## src/rtl/led_step_sequencer_if.sv

```systemverilog
// Seek request handshake between a host and the LED step sequencer.
// The host raises seek_valid with a target colour; the sequencer reports status.
interface led_step_sequencer_if;
   logic       seek_valid;
   logic [2:0] seek_colour;
   logic       seek_ready;
   logic       busy;
   logic       seek_done;
   logic       seek_err;

   modport master (
      output seek_valid,
      output seek_colour,
      input  seek_ready,
      input  busy,
      input  seek_done,
      input  seek_err
   );

   modport slave (
      input  seek_valid,
      input  seek_colour,
      output seek_ready,
      output busy,
      output seek_done,
      output seek_err
   );
endinterface

```

## src/rtl/led_step_sequencer.sv

```systemverilog
// Step controller for the 3-bit LED colour block: manual button,
// periodic auto stepping and seek-to-colour, all via a one-cycle step.
module led_step_sequencer #(
   parameter int DEBOUNCE_CYCLES = 4,
   parameter int TICK_DIV        = 10
) (
   input  logic                  clk,
   input  logic                  rst,
   input  logic                  btn_raw_i,
   input  logic                  mode_auto_i,
   input  logic [2:0]            colour_in_i,
   output logic                  step_o,
   led_step_sequencer_if.slave   seek
);

   localparam int DW = $clog2(DEBOUNCE_CYCLES + 1);
   localparam int TW = $clog2(TICK_DIV + 1);

   localparam logic [DW-1:0] DEB_LAST = DW'(DEBOUNCE_CYCLES - 1);
   localparam logic [TW-1:0] TICK_LAST = TW'(TICK_DIV - 1);

   typedef enum logic [1:0] {
      MANUAL = 2'd0,
      AUTO   = 2'd1,
      SEEK   = 2'd2
   } state_t;

   logic          sync1_q;
   logic          sync2_q;

   logic          deb_q;
   logic          deb_d;
   logic [DW-1:0] cnt_q;
   logic [DW-1:0] cnt_d;
   logic          press_q;
   logic          press_d;

   state_t        state_q;
   logic          step_q;
   logic          busy_q;
   logic          ready_q;
   logic          done_q;
   logic          err_q;
   logic [2:0]    tgt_q;
   logic [TW-1:0] tick_q;

   logic          legal;
   logic          tick_last;
   logic          hit;

   // Two-flop synchroniser for the asynchronous button.
   always_ff @(posedge clk) begin
      if (rst) begin
         sync1_q <= 1'b0;
         sync2_q <= 1'b0;
      end else begin
         sync1_q <= btn_raw_i;
         sync2_q <= sync1_q;
      end
   end

   // Debounce next state: flip after enough consecutive differing samples.
   always_comb begin
      deb_d   = deb_q;
      cnt_d   = '0;
      press_d = 1'b0;
      if (sync2_q != deb_q) begin
         if (cnt_q == DEB_LAST) begin
            deb_d   = sync2_q;
            press_d = sync2_q;
         end else begin
            cnt_d = cnt_q + 1'b1;
         end
      end
   end

   // Debounce state registers; press_q is a one-cycle rising-flip pulse.
   always_ff @(posedge clk) begin
      if (rst) begin
         deb_q   <= 1'b0;
         cnt_q   <= '0;
         press_q <= 1'b0;
      end else begin
         deb_q   <= deb_d;
         cnt_q   <= cnt_d;
         press_q <= press_d;
      end
   end

   // Request decode helpers.
   always_comb begin
      legal     = (seek.seek_colour != 3'd0) &&
                  (seek.seek_colour != 3'd7);
      tick_last = (tick_q == TICK_LAST);
      hit       = (colour_in_i == tgt_q);
   end

   // Main controller with registered outputs.
   always_ff @(posedge clk) begin
      if (rst) begin
         state_q <= MANUAL;
         step_q  <= 1'b0;
         busy_q  <= 1'b0;
         ready_q <= 1'b1;
         done_q  <= 1'b0;
         err_q   <= 1'b0;
         tgt_q   <= 3'd0;
         tick_q  <= '0;
      end else begin
         step_q <= 1'b0;
         done_q <= 1'b0;
         err_q  <= 1'b0;
         unique case (state_q)
            MANUAL: begin
               tick_q <= '0;
               if (seek.seek_valid && legal) begin
                  tgt_q   <= seek.seek_colour;
                  state_q <= SEEK;
                  busy_q  <= 1'b1;
                  ready_q <= 1'b0;
               end else if (seek.seek_valid) begin
                  err_q <= 1'b1;
               end else begin
                  step_q <= press_q;
                  if (mode_auto_i) begin
                     state_q <= AUTO;
                  end
               end
            end
            AUTO: begin
               if (seek.seek_valid && legal) begin
                  tgt_q   <= seek.seek_colour;
                  state_q <= SEEK;
                  busy_q  <= 1'b1;
                  ready_q <= 1'b0;
                  tick_q  <= '0;
               end else if (seek.seek_valid) begin
                  err_q  <= 1'b1;
                  tick_q <= tick_last ? '0 : tick_q + 1'b1;
               end else if (!mode_auto_i) begin
                  state_q <= MANUAL;
                  tick_q  <= '0;
               end else if (tick_last) begin
                  step_q <= 1'b1;
                  tick_q <= '0;
               end else begin
                  tick_q <= tick_q + 1'b1;
               end
            end
            SEEK: begin
               tick_q <= '0;
               if (step_q) begin
                  step_q <= 1'b0;
               end else if (!hit) begin
                  step_q <= 1'b1;
               end else begin
                  done_q  <= 1'b1;
                  busy_q  <= 1'b0;
                  ready_q <= 1'b1;
                  state_q <= mode_auto_i ? AUTO : MANUAL;
               end
            end
            default: begin
               state_q <= MANUAL;
               busy_q  <= 1'b0;
               ready_q <= 1'b1;
               tick_q  <= '0;
            end
         endcase
      end
   end

   assign step_o          = step_q;
   assign seek.busy       = busy_q;
   assign seek.seek_ready = ready_q;
   assign seek.seek_done  = done_q;
   assign seek.seek_err   = err_q;

endmodule

```

## src/flat_wrapper.sv

```systemverilog
// flat-port wrapper written by rule: the top's interface ports become plain ports
module led_step_sequencer_flat 
#(
   parameter int DEBOUNCE_CYCLES = 4,
   parameter int TICK_DIV        = 10
)
  (clk, rst, btn_raw_i, mode_auto_i, colour_in_i, step_o, seek_seek_valid, seek_seek_colour, seek_seek_ready, seek_busy, seek_seek_done, seek_seek_err);
  led_step_sequencer_if seek_i ();
  input  logic clk;
  input  logic rst;
  input  logic btn_raw_i;
  input  logic mode_auto_i;
  input  logic [2:0] colour_in_i;
  output logic step_o;
  input wire logic [$bits(seek_i.seek_valid)-1:0] seek_seek_valid;
  input wire logic [$bits(seek_i.seek_colour)-1:0] seek_seek_colour;
  output wire logic [$bits(seek_i.seek_ready)-1:0] seek_seek_ready;
  output wire logic [$bits(seek_i.busy)-1:0] seek_busy;
  output wire logic [$bits(seek_i.seek_done)-1:0] seek_seek_done;
  output wire logic [$bits(seek_i.seek_err)-1:0] seek_seek_err;
  assign seek_i.seek_valid = seek_seek_valid;
  assign seek_i.seek_colour = seek_seek_colour;
  assign seek_seek_ready = seek_i.seek_ready;
  assign seek_busy = seek_i.busy;
  assign seek_seek_done = seek_i.seek_done;
  assign seek_seek_err = seek_i.seek_err;
  led_step_sequencer #(.DEBOUNCE_CYCLES(DEBOUNCE_CYCLES), .TICK_DIV(TICK_DIV)) u_core (.clk(clk), .rst(rst), .btn_raw_i(btn_raw_i), .mode_auto_i(mode_auto_i), .colour_in_i(colour_in_i), .step_o(step_o), .seek(seek_i));
endmodule
```

## config.mk

```make
export PLATFORM = sky130hd
export DESIGN_NAME = led_step_sequencer_flat
export DESIGN_NICKNAME = d
export VERILOG_FILES = /design/src/rtl/led_step_sequencer_if.sv /design/src/rtl/led_step_sequencer.sv /design/src/flat_wrapper.sv
export SDC_FILE = /design/constraint.sdc
export NUM_CORES = 1
export LEC_CHECK = 0
export CAP_MARGIN = 0
export CORE_ASPECT_RATIO = 0.8
export CORE_MARGIN = 2
export CORE_UTILIZATION = 50
export DETAILED_ROUTE_END_ITERATION = 10
export GPL_TIMING_DRIVEN = 0
export PLACE_DENSITY = 0.76
export SLEW_MARGIN = 20
export SYNTH_ARGS = -nofsm -noshare
export SYNTH_HDL_FRONTEND = slang
export SYNTH_SLANG_ARGS = --single-unit
```

## constraint.sdc

```tcl
create_clock -name clk -period 2 [get_ports clk]
set_input_delay 0.5 -clock clk [delete_from_list [all_inputs] [get_ports clk]]
set_output_delay 0.5 -clock clk [all_outputs]
set_load 0.05 [all_outputs]
```

# Word-level counts from Yosys, hierarchy flattened
# Index checks and enable logic that the tools add are counted.
# Widths: inputs -> output; s select.
# word_totals
regBits	21
in_bits	11
word_cells	80
# classes
add_sub_neg	2
eq_ne	14
n_mux	32
bitwise	5
reduce_logical	14
# ops
operator	n
$mux 1	17
$mux 2	8
$reduce_or 3->1	5
$mux 4	3
$ne 3x2->1 const B	4
$pmux 2 s3	1
$reduce_and 6->1	1
$not 1->1	5
$add 4x1->4 const B	1
$eq 4x4->1 const B	1
$ne 2x1->1 const B	2
$pmux 1 s2	2
$reduce_and 2->1	2
$add 3x1->3 const B	1
$eq 3x2->1 const B	1
$eq 3x3->1	1
$ne 3x3->1 const B	1
$pmux 1 s3	1
$reduce_and 3->1	1
$reduce_bool 3->1	1
$eq 2x1->1 const B	1
$eq 2x2->1 const B	1
$logic_and 1x1->1	2
$logic_not 2->1	1
other kinds (3)	3

# Longest topological paths before layout
# logic_depth
word_depth	6
ltp_mapped	4

# Worst setup path after synthesis
# No wires, ideal clock.
# synth_timing
kind	reg-to-reg
startpoint	reg u_core.step_q, in the netlist u_core.step_o
endpoint	reg u_core.state_q[0]
arrival_ns	1.608
path_slack_ns	0.313
path_stages_with_launch	4
path_buffers	0
period_less_slack_ns	1.687
cell_sequence	dfxtp_1 > or4b_1 > or4_1 > o211ai_1
# synth_between
elab_chain_cells	2
# synth_lines
element	line	source
start: declaration	led_step_sequencer.sv:39	logic step_q;
start signal: assignment	led_step_sequencer.sv:124	step_q <= press_q;
$ne 2x2->1 (no source line)	--	
$reduce_and 6->1 (no source line)	--	
end signal: assignment	led_step_sequencer.sv:160	state_q <= mode_auto_i ? AUTO : MANUAL;
end: declaration	led_step_sequencer.sv:38	state_t state_q;
# Every way passes these cells.
# A chain may end at the register's enable or synchronous reset.

# Worst setup path in the final report
# layout_timing
startpoint	reg u_core.busy_q, in the netlist u_core.seek.busy
endpoint	out seek_busy
# layout_rtl
element	line	source
start: declaration	led_step_sequencer.sv:40	logic busy_q;
start signal: assignment	led_step_sequencer.sv:103	busy_q <= 1'b0;
start signal: assignment	led_step_sequencer.sv:119	busy_q <= 1'b1;
start signal: assignment	led_step_sequencer.sv:134	busy_q <= 1'b1;
end: declaration	flat_wrapper.sv:18	output wire logic [$bits(seek_i.busy)-1:0] seek_busy;
# No word-level cell between the ends.

==> impl_results.md <==
* Post-layout min period at 1.94 ns
* Critical path buffer and inverter count at 1
* Rows at 13
* Clk pwr share at 0.250
* Die width at ~52 µm
* Most frequent cells in the layout: dfxtp_1, clkdlybuf4s50_1, nor2_1
* CORE AREA at 1680 µm²
* Cell variety after synth at 37
* Max Cap Viol at 0
* Headroom to the max-slew limit at 0.585
* CTS buffer count at 3
* VDD IR max at slightly above 0.5 mV
* Power Density at 708 nW/µm²
* Skew final at roughly 0.0032 ns
* Crit-path max cell delay at about 0.80 ns
* Setup WS post-layout at around 0.063 ns
* Synthesized area at ~900 µm²
* Hold path cells at 1
* Post-CTS Setup Inserts at 0
* Register area share after synthesis at 0.454
* Req. time, crit path at approximately 1.5 ns
* Critical R2R Capture: u_core.state_q[0]$_SDFFE_PP0P_
* Later-pin clock latency in the skew report at 0.30 ns
* Final HPWL DP at between 1000 and 1500 µm
* Max Slew Vio Count at 0
* DRT Wirelength at ~1800 µm
* Largest net degree at the start of global routing at 13
* Global-route usage over all layers at 0.183
* Pint at between 500 and 600 µW
* Post-synth EDFFs at 0
* Hold path startpoint: u_core.cnt_q[0]$_SDFF_PP0_
* First-pass GRT wire length at around 3000 µm
* Placer congestion estimate at approximately 0.82
* Vias per cell at 5.41
* Post-DRT Antenna Nets at 0
* Post-route cell area at around 1100 µm²
* Via count at roughly 750
* Seq cells post-synth at 21
* Drt drc at 0
* Port-buffer cells at 15
* Worst Setup End Kind: output port
* CTS tree: yes
* CTS root buffer: clkbuf_4
* Antenna Cells at 0
* Fillers at roughly 140
* Dpl ws at -0.272 ns
* Final Util at 0.677
* Flop pwr share at 0.566
* R2R Path Start: u_core.state_q[0]$_SDFFE_PP0P_
* Avg WL per Cell at ~13 µm
* RSZ-0062 raised after global routing: no
* Leak Pwr at 0.446 nW
* Post-CTS Hold Buffers at 0
* CP Max Fanout at 2
* Fmax at 0.516 GHz
* H-tree levels at 1
* WHS Endpoint: u_core.cnt_q[0]$_SDFF_PP0_
* Switch share at 0.281
* Initial antenna violation count at 0
* Num ports at 16
* Longest Clk Path Bufs at 2
* Area grow syn2layout at 22.6%
* Kind of cell adding the most delay to the critical path: buffers and inverters
* Logic pwr share at 0.184
* Cells on worst reg2reg path at 3
* Max stage delay cell, worst path: clkdlybuf4s50_1
* Crit path launch type: flip-flop
* Final Hold Viols at 0
* GRT overflow at 0
* Setup TNS at 0 ns
* CTS sink count at 21
* Fin crit share at 0.969
* Worst R2R Setup Slack at approximately 0.38 ns
* Vias in the first global route at just over 700
* Worst Tran Pin Value at 0.616 ns
* Sw power at roughly 230 µW
* Top_reg_cell synth: dfxtp_1
* Nets at 131
* Syn Area/Cell at about 9.4 µm²
* Mapped Cells at just under 100
* Drt pass-1 iters at 4
* Asr flop ratio synth at 0
* Die height at between 40 and 50 µm
* Post-synthesis net count at ~110
* Full die area at around 2200 µm²
* Critical path arrival at ~1.4 ns
* Initial Util at 0.553
* Post-cts sizing count at 1
* Pwr Total at about 800 µW
* Setup violations, final at 0
* Synth warnings at 0
* Register clock-pin slew on the reported worst setup and hold paths at around 0.12 ns
* CP cell instances: clkdlybuf4s50_1
* Layout cells sized above 1 at 0.0513
* Placed Area at approximately 1100 µm²
* Min-Delay Path Class: flip-flop to flip-flop
* Most common cell after layout, fill and taps aside: dfxtp_1
* Initial drt markers at 8
* Status: complete, no violations
* Kind of critical path: flip-flop to output port
==> stage by stage <==
stage | std cells | hold WS (ns)
after floorplan | 98 | 0.399
after global placement | 135 | 0.409
after detailed placement | 135 | 0.429
after CTS | 139 | 0.446
after global routing | 139 | 0.481
final | 139 | 0.452
==> power groups by stage <==
stage | logic (mW) | registers (mW) | clock network (mW)
floorplan | 0.0606 | 0.493 | 0
detailed placement | 0.148 | 0.464 | 0
global route | 0.160 | 0.458 | 0.226
finish | 0.148 | 0.455 | 0.201
global placement | 0.146 | 0.464 | 0
CTS | 0.148 | 0.455 | 0.208
==> area by class of cell <==
class,count,area (µm²),share of cell area
timing repair buffer,15,154,0.136
inverter,6,22.5,0.0198
sequential,21,420,0.370
multi-input combinational,69,475,0.419
clock inverter,1,5.00,0.00441
clock buffer,3,22.5,0.0198
tap,22,27.5,0.0243
buffer,2,7.51,0.00662
==> Yosys cell counts (all sizes together) (2+ instances only) <==
| master | count | area (µm²) |
|---|---|---|
| or4b | 2 | 20.0 |
| nand2b | 6 | 37.5 |
| nor4bb | 2 | 20.0 |
| a211oi | 2 | 15.0 |
| clkbuf | 2 | 7.51 |
| or3 | 3 | 18.8 |
| xor2 | 4 | 35.0 |
| nor3b | 2 | 15.0 |
| nor2b | 4 | 25.0 |
| o211ai | 2 | 15.0 |
| nor2 | 7 | 26.3 |
| nand2 | 2 | 7.51 |
| ha | 2 | 25.0 |
| or2 | 2 | 12.5 |
| dfxtp | 21 | 420 |
| mux2i | 2 | 20.0 |
| inv | 6 | 22.5 |
| o21ai | 5 | 25.0 |
| nor3 | 6 | 30.0 |
==> per-layer routing <==
layer / global-route usage / up-vias / share of wire
met5: 0 / - / 0
met4: 0.0474 / 0 / 0.0073
met3: 0.0536 / 2 / 0.044
met2: 0.306 / 14 / 0.47
met1: 0.227 / 346 / 0.48
li1: - / 390 / -
==> cells by family after synthesis <==
| group | Yosys count | synth area share |
|---|---|---|
| AOI/OAI and AO/OA | 17 | 0.127 |
| xor gates and xnor gates | 5 | 0.0473 |
| adders and majority gates | 2 | 0.0270 |
| buffers and inverters | 8 | 0.0324 |
| DFF | 21 | 0.454 |
| muxes | 2 | 0.0216 |
| and+or+nand+nor | 43 | 0.291 |
==> state kept, by name (all words and copies together) (netlist names) <==
register / cells
u_core.seek.seek_err: 1
u_core.step_o: 1
u_core.tgt_q: 3
u_core.deb_q: 1
u_core.cnt_q: 3
u_core.state_q: 2
u_core.seek.seek_done: 1
u_core.seek.seek_ready: 1
u_core.sync2_q: 1
u_core.sync1_q: 1
u_core.press_q: 1
u_core.seek.busy: 1
u_core.tick_q: 4
==> worst max-delay path by stage <==
stage	start	endpoint	depth (start not counted)
after global routing	u_core.seek.busy$_SDFFE_PP0P_	seek_busy	1
final	u_core.seek.busy$_SDFFE_PP0P_	seek_busy	1
after CTS	u_core.seek.seek_ready$_SDFFE_PP1P_	seek_seek_ready	1
after floorplan	u_core.step_o$_SDFF_PP0_	u_core.state_q[0]$_SDFFE_PP0P_	3
after detailed placement	rst	u_core.state_q[0]$_SDFFE_PP0P_	4
after global placement	rst	u_core.state_q[0]$_SDFFE_PP0P_	4
No activity file was read; power rests on OpenSTA's default activity.
==> RTL change 1: new RTL, same settings <==
The 3 states of `state_t` get a one-hot encoding in 3 bits.
--- a/src/rtl/led_step_sequencer.sv
+++ b/src/rtl/led_step_sequencer.sv
@@ -19,10 +19,10 @@
    localparam logic [DW-1:0] DEB_LAST = DW'(DEBOUNCE_CYCLES - 1);
    localparam logic [TW-1:0] TICK_LAST = TW'(TICK_DIV - 1);
 
-   typedef enum logic [1:0] {
-      MANUAL = 2'd0,
-      AUTO   = 2'd1,
-      SEEK   = 2'd2
+   typedef enum logic [2:0] {
+      MANUAL = 3'b001,
+      AUTO   = 3'b010,
+      SEEK   = 3'b100
    } state_t;
 
    logic          sync1_q;
Function: no difference found for any inputs over 10 cycles, from zero or initial values and one cycle with rst high; not proved beyond that.
==> RTL change 1 against the unedited design <==
Maximum frequency about the same. Setup slack worse by 0.87 ps. Non-clock buffer count up 1. Final area up 14%. Cell count up 7.9%. Die area up 13%. Routed wire length up 10%. Critical path type unchanged. Core utilization down 0.79 points. Count of clock-buffer cells in the layout unchanged. Sequential cell count up 1. Area after synthesis up 14%.
Power is not compared: it rests on default switching activity, and its combinational part moved more than twofold at a synthesized area within 25%.
==> RTL change 1: results (changes against the unedited design) <==
<table>
<tr><th>Metric</th><th>Value</th></tr>
<tr><th colspan="2">Run status</th></tr>
<tr><td>Run status</td><td>complete, no violations</td></tr>
<tr><th colspan="2">Routing</th></tr>
<tr><td>Routed wirelength normalized by instance count</td><td>13.1 um (+2.4%)</td></tr>
<tr><td>Starting DRT DRC Count</td><td>21 (+13)</td></tr>
<tr><th colspan="2">Synthesis</th></tr>
<tr><td>Synth Area in XOR/XNOR</td><td>4.99% (+0.26 points)</td></tr>
<tr><td>Portion of synthesized cell area occupied by the leading cell type</td><td>41.8% (-3.6 points)</td></tr>
<tr><td>Multiplexer share of the synthesized area</td><td>6.65% (+4.5 points)</td></tr>
<tr><td>Synthesized net count</td><td>120 (+8.1%)</td></tr>
<tr><td>Dominant cells by area after synthesis</td><td>sky130_fd_sc_hd__dfxtp_1 (42%), sky130_fd_sc_hd__mux2i_1 (6.7%), sky130_fd_sc_hd__nor2_1 (4.6%), sky130_fd_sc_hd__inv_1 (2.9%), sky130_fd_sc_hd__xnor2_1 (2.5%)</td></tr>
<tr><td>Fraction of the mapped netlist area in compound gates</td><td>13.9% (+1.2 points)</td></tr>
<tr><td>Leading cell types by count after synthesis</td><td>sky130_fd_sc_hd__dfxtp_1 (22), sky130_fd_sc_hd__nor2_1 (13), sky130_fd_sc_hd__inv_1 (8)</td></tr>
<tr><td>Count of different cell masters after synthesis</td><td>41 (+11%)</td></tr>
<tr><th colspan="2">Final layout</th></tr>
<tr><td>Filler cells</td><td>152 (+9.4%)</td></tr>
<tr><td>Fraction of layout instances using a drive strength above 1</td><td>12.7% (+7.6 points)</td></tr>
<tr><td>Final instance count without filler cells</td><td>150 (+7.9%)</td></tr>
<tr><td>Final net count</td><td>140 (+6.9%)</td></tr>
<tr><th colspan="2">Global routing</th></tr>
<tr><td>Pin count of the biggest net entering global routing</td><td>14 (+1)</td></tr>
<tr><td>Via count of the first global-routing pass</td><td>758 (+6.0%)</td></tr>
<tr><th colspan="2">Clocking</th></tr>
<tr><td>Clock Latency Late Sink</td><td>320 ps (+20 ps)</td></tr>
<tr><th colspan="2">Timing</th></tr>
<tr><td>Tightest slew margin relative to the limit</td><td>66.3% (+7.8 points)</td></tr>
<tr><th colspan="2">Placement</th></tr>
<tr><td>RD Place Congestion</td><td>0.830 (+1.7%)</td></tr>
</table>
RTL change 1: cell types whose count changed after synthesis, sizes merged, moves of 3 or more:
cell	change
nor2	+6
mux2i	+5
nand2b	-4
nor3	-3
RTL change 1: worst paths after layout:
path | start | end | slack, ps | depth (start not counted)
hold / removal | u_core.cnt_q[0]$_SDFF_PP0_ | u_core.cnt_q[0]$_SDFF_PP0_ | 430 | 1
setup reg to reg | u_core.state_q[1]$_SDFFE_PP0P_ | u_core.seek.seek_ready$_SDFFE_PP1P_ | 480 | 4
hold reg to reg | u_core.cnt_q[0]$_SDFF_PP0_ | u_core.cnt_q[0]$_SDFF_PP0_ | 430 | 1
setup / recovery | u_core.seek.seek_err$_SDFF_PP0_ | seek_seek_err | 60 | 1
RTL change 1: logic make-up after synthesis:
group,Yosys count
AO/OA/AOI/OAI,19
XOR/XNOR,6
adder cells (fa/ha/maj),2
buffers and inverters,11
flip-flops,22
multiplexers,7
AND/OR/NAND/NOR,40
RTL change 1: area by class of cell:
cell class              count  area [um2]  area share, %
plain buffers               3        22.5           1.75
clock buffers               3        22.5           1.75
clock inverters             1        30.0           2.33
inverters                   8        30.0           2.33
multi-input cells          74         561           43.5
flip-flops and latches     22         440           34.1
well taps                  24        30.0           2.33
repair buffers             15         154           11.9
RTL change 1: where the power goes:
group | internal, W | switching (W) | leakage, nW
Clock | 0.000203 | 0.000144 | 0.0279
Sequential | 0.000493 | 0.0000386 | 0.179
Combinational | 0.000234 | 0.000273 | 0.295
Total | 0.000930 | 0.000455 | 0.502
RTL change 1: per-layer routing:
layer | wire [um] | GRT usage (%)
met5 | 0 | 0
met3 | 84 | 6.59
met4 | 30 | 7.32
met2 | 855 | 28.1
met1 | 991 | 23.7
RTL change 1: timing repair:
item                       CTS  global route
hold endpoints to repair     0             0
setup endpoints to repair    1             2
gates resized for setup      1             2
RTL change 1: stage by stage:
| stage | hold WS (ps) | worst slack (ps) | instance area (um2) |
|---|---|---|---|
| after CTS | 436 | 0.906 | 1280 |
| after global placement | 411 | -158 | 1230 |
| after detailed placement | 417 | -209 | 1230 |
| final | 429 | 62.1 | 1290 |
| after global routing | 455 | 1.66 | 1290 |
| after floorplan | 399 | 454 | 1050 |
==> RTL change 2: new RTL, same flow settings <==
Without the edit above. `DEBOUNCE_CYCLES` is set to 4 in 2 places; all go to 8.
--- a/src/rtl/led_step_sequencer.sv
+++ b/src/rtl/led_step_sequencer.sv
@@ -1,7 +1,7 @@
 // Step controller for the 3-bit LED colour block: manual button,
 // periodic auto stepping and seek-to-colour, all via a one-cycle step.
 module led_step_sequencer #(
-   parameter int DEBOUNCE_CYCLES = 4,
+   parameter int DEBOUNCE_CYCLES = 8,
    parameter int TICK_DIV        = 10
 ) (
    input  logic                  clk,
--- a/src/flat_wrapper.sv
+++ b/src/flat_wrapper.sv
@@ -1,7 +1,7 @@
 // flat-port wrapper written by rule: the top's interface ports become plain ports
 module led_step_sequencer_flat 
 #(
-   parameter int DEBOUNCE_CYCLES = 4,
+   parameter int DEBOUNCE_CYCLES = 8,
    parameter int TICK_DIV        = 10
 )
   (clk, rst, btn_raw_i, mode_auto_i, colour_in_i, step_o, seek_seek_valid, seek_seek_colour, seek_seek_ready, seek_busy, seek_seek_done, seek_seek_err);
Formal check against the unedited RTL: not equivalent (Yosys sat finds a counterexample within 10 cycles, from zero or initial values and one cycle with rst high).
==> RTL change 2 against the unedited design <==
Sequential cell count is 1 higher. Global-route usage is 0.13 points higher. Count of clock-buffer cells in the layout up 1. Area after synthesis rose by 8.2%. Power increased by 12%. Combinational power grew 16%. Cell count up 5.0%. Clock skew grew 1.0 ps. Final area is 6.2% higher. Non-clock buffer count stayed put. Routed wire length up 5.7%. Setup slack improved by 9.0 ps. Critical path type unchanged.
==> RTL change 2: results (changes against the unedited design) <==
<table>
<tr><th>Metric</th><th>Value</th></tr>
<tr><th colspan="2">Critical path</th></tr>
<tr><td>Highest fanout seen on the critical path</td><td>1 (-1)</td></tr>
<tr><td>Crit path arrival time</td><td>approximately 1400 ps</td></tr>
<tr><th colspan="2">Global routing</th></tr>
<tr><td>Overall global routing resource usage</td><td>18.5% (+0.13 points)</td></tr>
<tr><td>Wire length of the first global-routing pass</td><td>3170 um (+4.6%)</td></tr>
<tr><th colspan="2">Routing</th></tr>
<tr><td>Routed wirelength normalized by instance count</td><td>12.9 um (+0.67%)</td></tr>
<tr><td>Starting DRT DRC Count</td><td>14 (+6)</td></tr>
<tr><td>Routed vias</td><td>820 (+9.0%)</td></tr>
<tr><td>Routed vias/inst</td><td>5.62 (+3.8%)</td></tr>
<tr><th colspan="2">Synthesis</th></tr>
<tr><td>Synthesized net count</td><td>116 (+4.5%)</td></tr>
<tr><td>Dominant cells by area after synthesis</td><td>sky130_fd_sc_hd__dfxtp_1 (44%), sky130_fd_sc_hd__xor2_1 (6.1%), sky130_fd_sc_hd__nand2b_1 (4.4%), sky130_fd_sc_hd__nor3_1 (3.0%), sky130_fd_sc_hd__nand3b_1 (3.0%)</td></tr>
<tr><td>Synth Area in XOR/XNOR</td><td>6.12% (+1.4 points)</td></tr>
<tr><td>Portion of synthesized cell area occupied by the leading cell type</td><td>43.9% (-1.5 points)</td></tr>
<tr><td>Leading cell types by count after synthesis</td><td>sky130_fd_sc_hd__dfxtp_1 (22), sky130_fd_sc_hd__nand2b_1 (7), sky130_fd_sc_hd__xor2_1 (7)</td></tr>
<tr><td>Synthesized-area fraction occupied by adder cells</td><td>1.25% (-1.5 points)</td></tr>
<tr><td>Multiplexer share of the synthesized area</td><td>2.00% (-0.16 points)</td></tr>
<tr><th colspan="2">Pwr</th></tr>
<tr><td>Cell leakage power</td><td>0.472 nW (+5.8%)</td></tr>
<tr><td>Reported net switching power</td><td>0.000261 W (+15%)</td></tr>
<tr><td>Maximum vdd ir drop</td><td>0.628 mV (+22%)</td></tr>
<tr><th colspan="2">Timing</th></tr>
<tr><td>Skew final</td><td>4.22 ps (+1.04 ps)</td></tr>
<tr><th colspan="2">Final layout</th></tr>
<tr><td>Biggest regs</td><td>u_core.cnt_q: 4 flops, u_core.tick_q: 4 flops, u_core.tgt_q: 3 flops</td></tr>
<tr><th colspan="2">Clocking</th></tr>
<tr><td>Post_cts resized</td><td>3 (+2)</td></tr>
<tr><th colspan="2">Placement</th></tr>
<tr><td>DP Worst Slack</td><td>-85.4 ps (+186 ps)</td></tr>
<tr><td>Number of input and output port buffers inserted</td><td>14 (-1)</td></tr>
<tr><td>DP Cell Count</td><td>142 (+5.2%)</td></tr>
<tr><th colspan="2">Run status</th></tr>
<tr><td>Run status</td><td>complete, no violations</td></tr>
</table>
## RTL change 2: layout make-up
cell class / count / area (um2)
Buffer: 3 / 11.3
Clock buffer: 4 / 36.3
Inverter: 4 / 15.0
Timing Repair Buffer: 14 / 136
Sequential cell: 22 / 440
Fill cell: 164 / 687
Multi-Input combinational cell: 75 / 536
Tap cell: 24 / 30.0
## RTL change 2: path summary, 6_finish.rpt
path / from / to / slack [ps] / cells past startpoint
setup reg to reg: u_core.state_q[0]$_SDFFE_PP0P_ / u_core.state_q[0]$_SDFFE_PP0P_ / 480 / 3
hold reg to reg: u_core.sync1_q$_SDFF_PP0_ / u_core.sync2_q$_SDFF_PP0_ / 450 / 1
setup / recovery: u_core.seek.seek_done$_SDFF_PP0_ / seek_seek_done / 70 / 1
hold / removal: u_core.sync1_q$_SDFF_PP0_ / u_core.sync2_q$_SDFF_PP0_ / 450 / 1
## RTL change 2: power groups by stage
stage	registers, W	clock network, W	logic, W
2_1_floorplan	0.000534	0	0.0000754
3_5_place_dp	0.000494	0	0.000180
3_3_place_gp	0.000493	0	0.000177
4_1_cts	0.000484	0.000251	0.000173
5_1_grt	0.000487	0.000271	0.000186
6_report	0.000484	0.000246	0.000172
## RTL change 2: layer usage
layer | share of wire [%] | routed length, um | GRT usage, %
met1 | 49 | 925 | 24.7
met5 | 0 | 0 | 0
met4 | 1.4 | 27 | 7.00
met3 | 6.0 | 113 | 6.76
met2 | 43 | 812 | 27.3
## RTL change 2: cell families after synthesis
group,count (synthesis)
adder cells (fa/ha/maj),1
AO/OA/AOI/OAI,20
XOR/XNOR,7
AND/OR/NAND/NOR,45
multiplexers,2
buffers and inverters,7
flip-flops,22
## RTL change 2: through the flow
| stage | hold slack [ps] | cell area [um2] | util [%] | total power, W |
|---|---|---|---|---|
| 2_1_floorplan | 414 | 1000 | - | 0.000609 |
| 3_3_place_gp | 417 | 1170 | 62.0 | 0.000671 |
| 3_5_place_dp | 422 | 1170 | 62.0 | 0.000674 |
| 4_1_cts | 451 | 1200 | 63.7 | 0.000908 |
| 5_1_grt | 493 | 1200 | 63.7 | 0.000944 |
| 6_report | 448 | 1200 | 63.7 | 0.000902 |
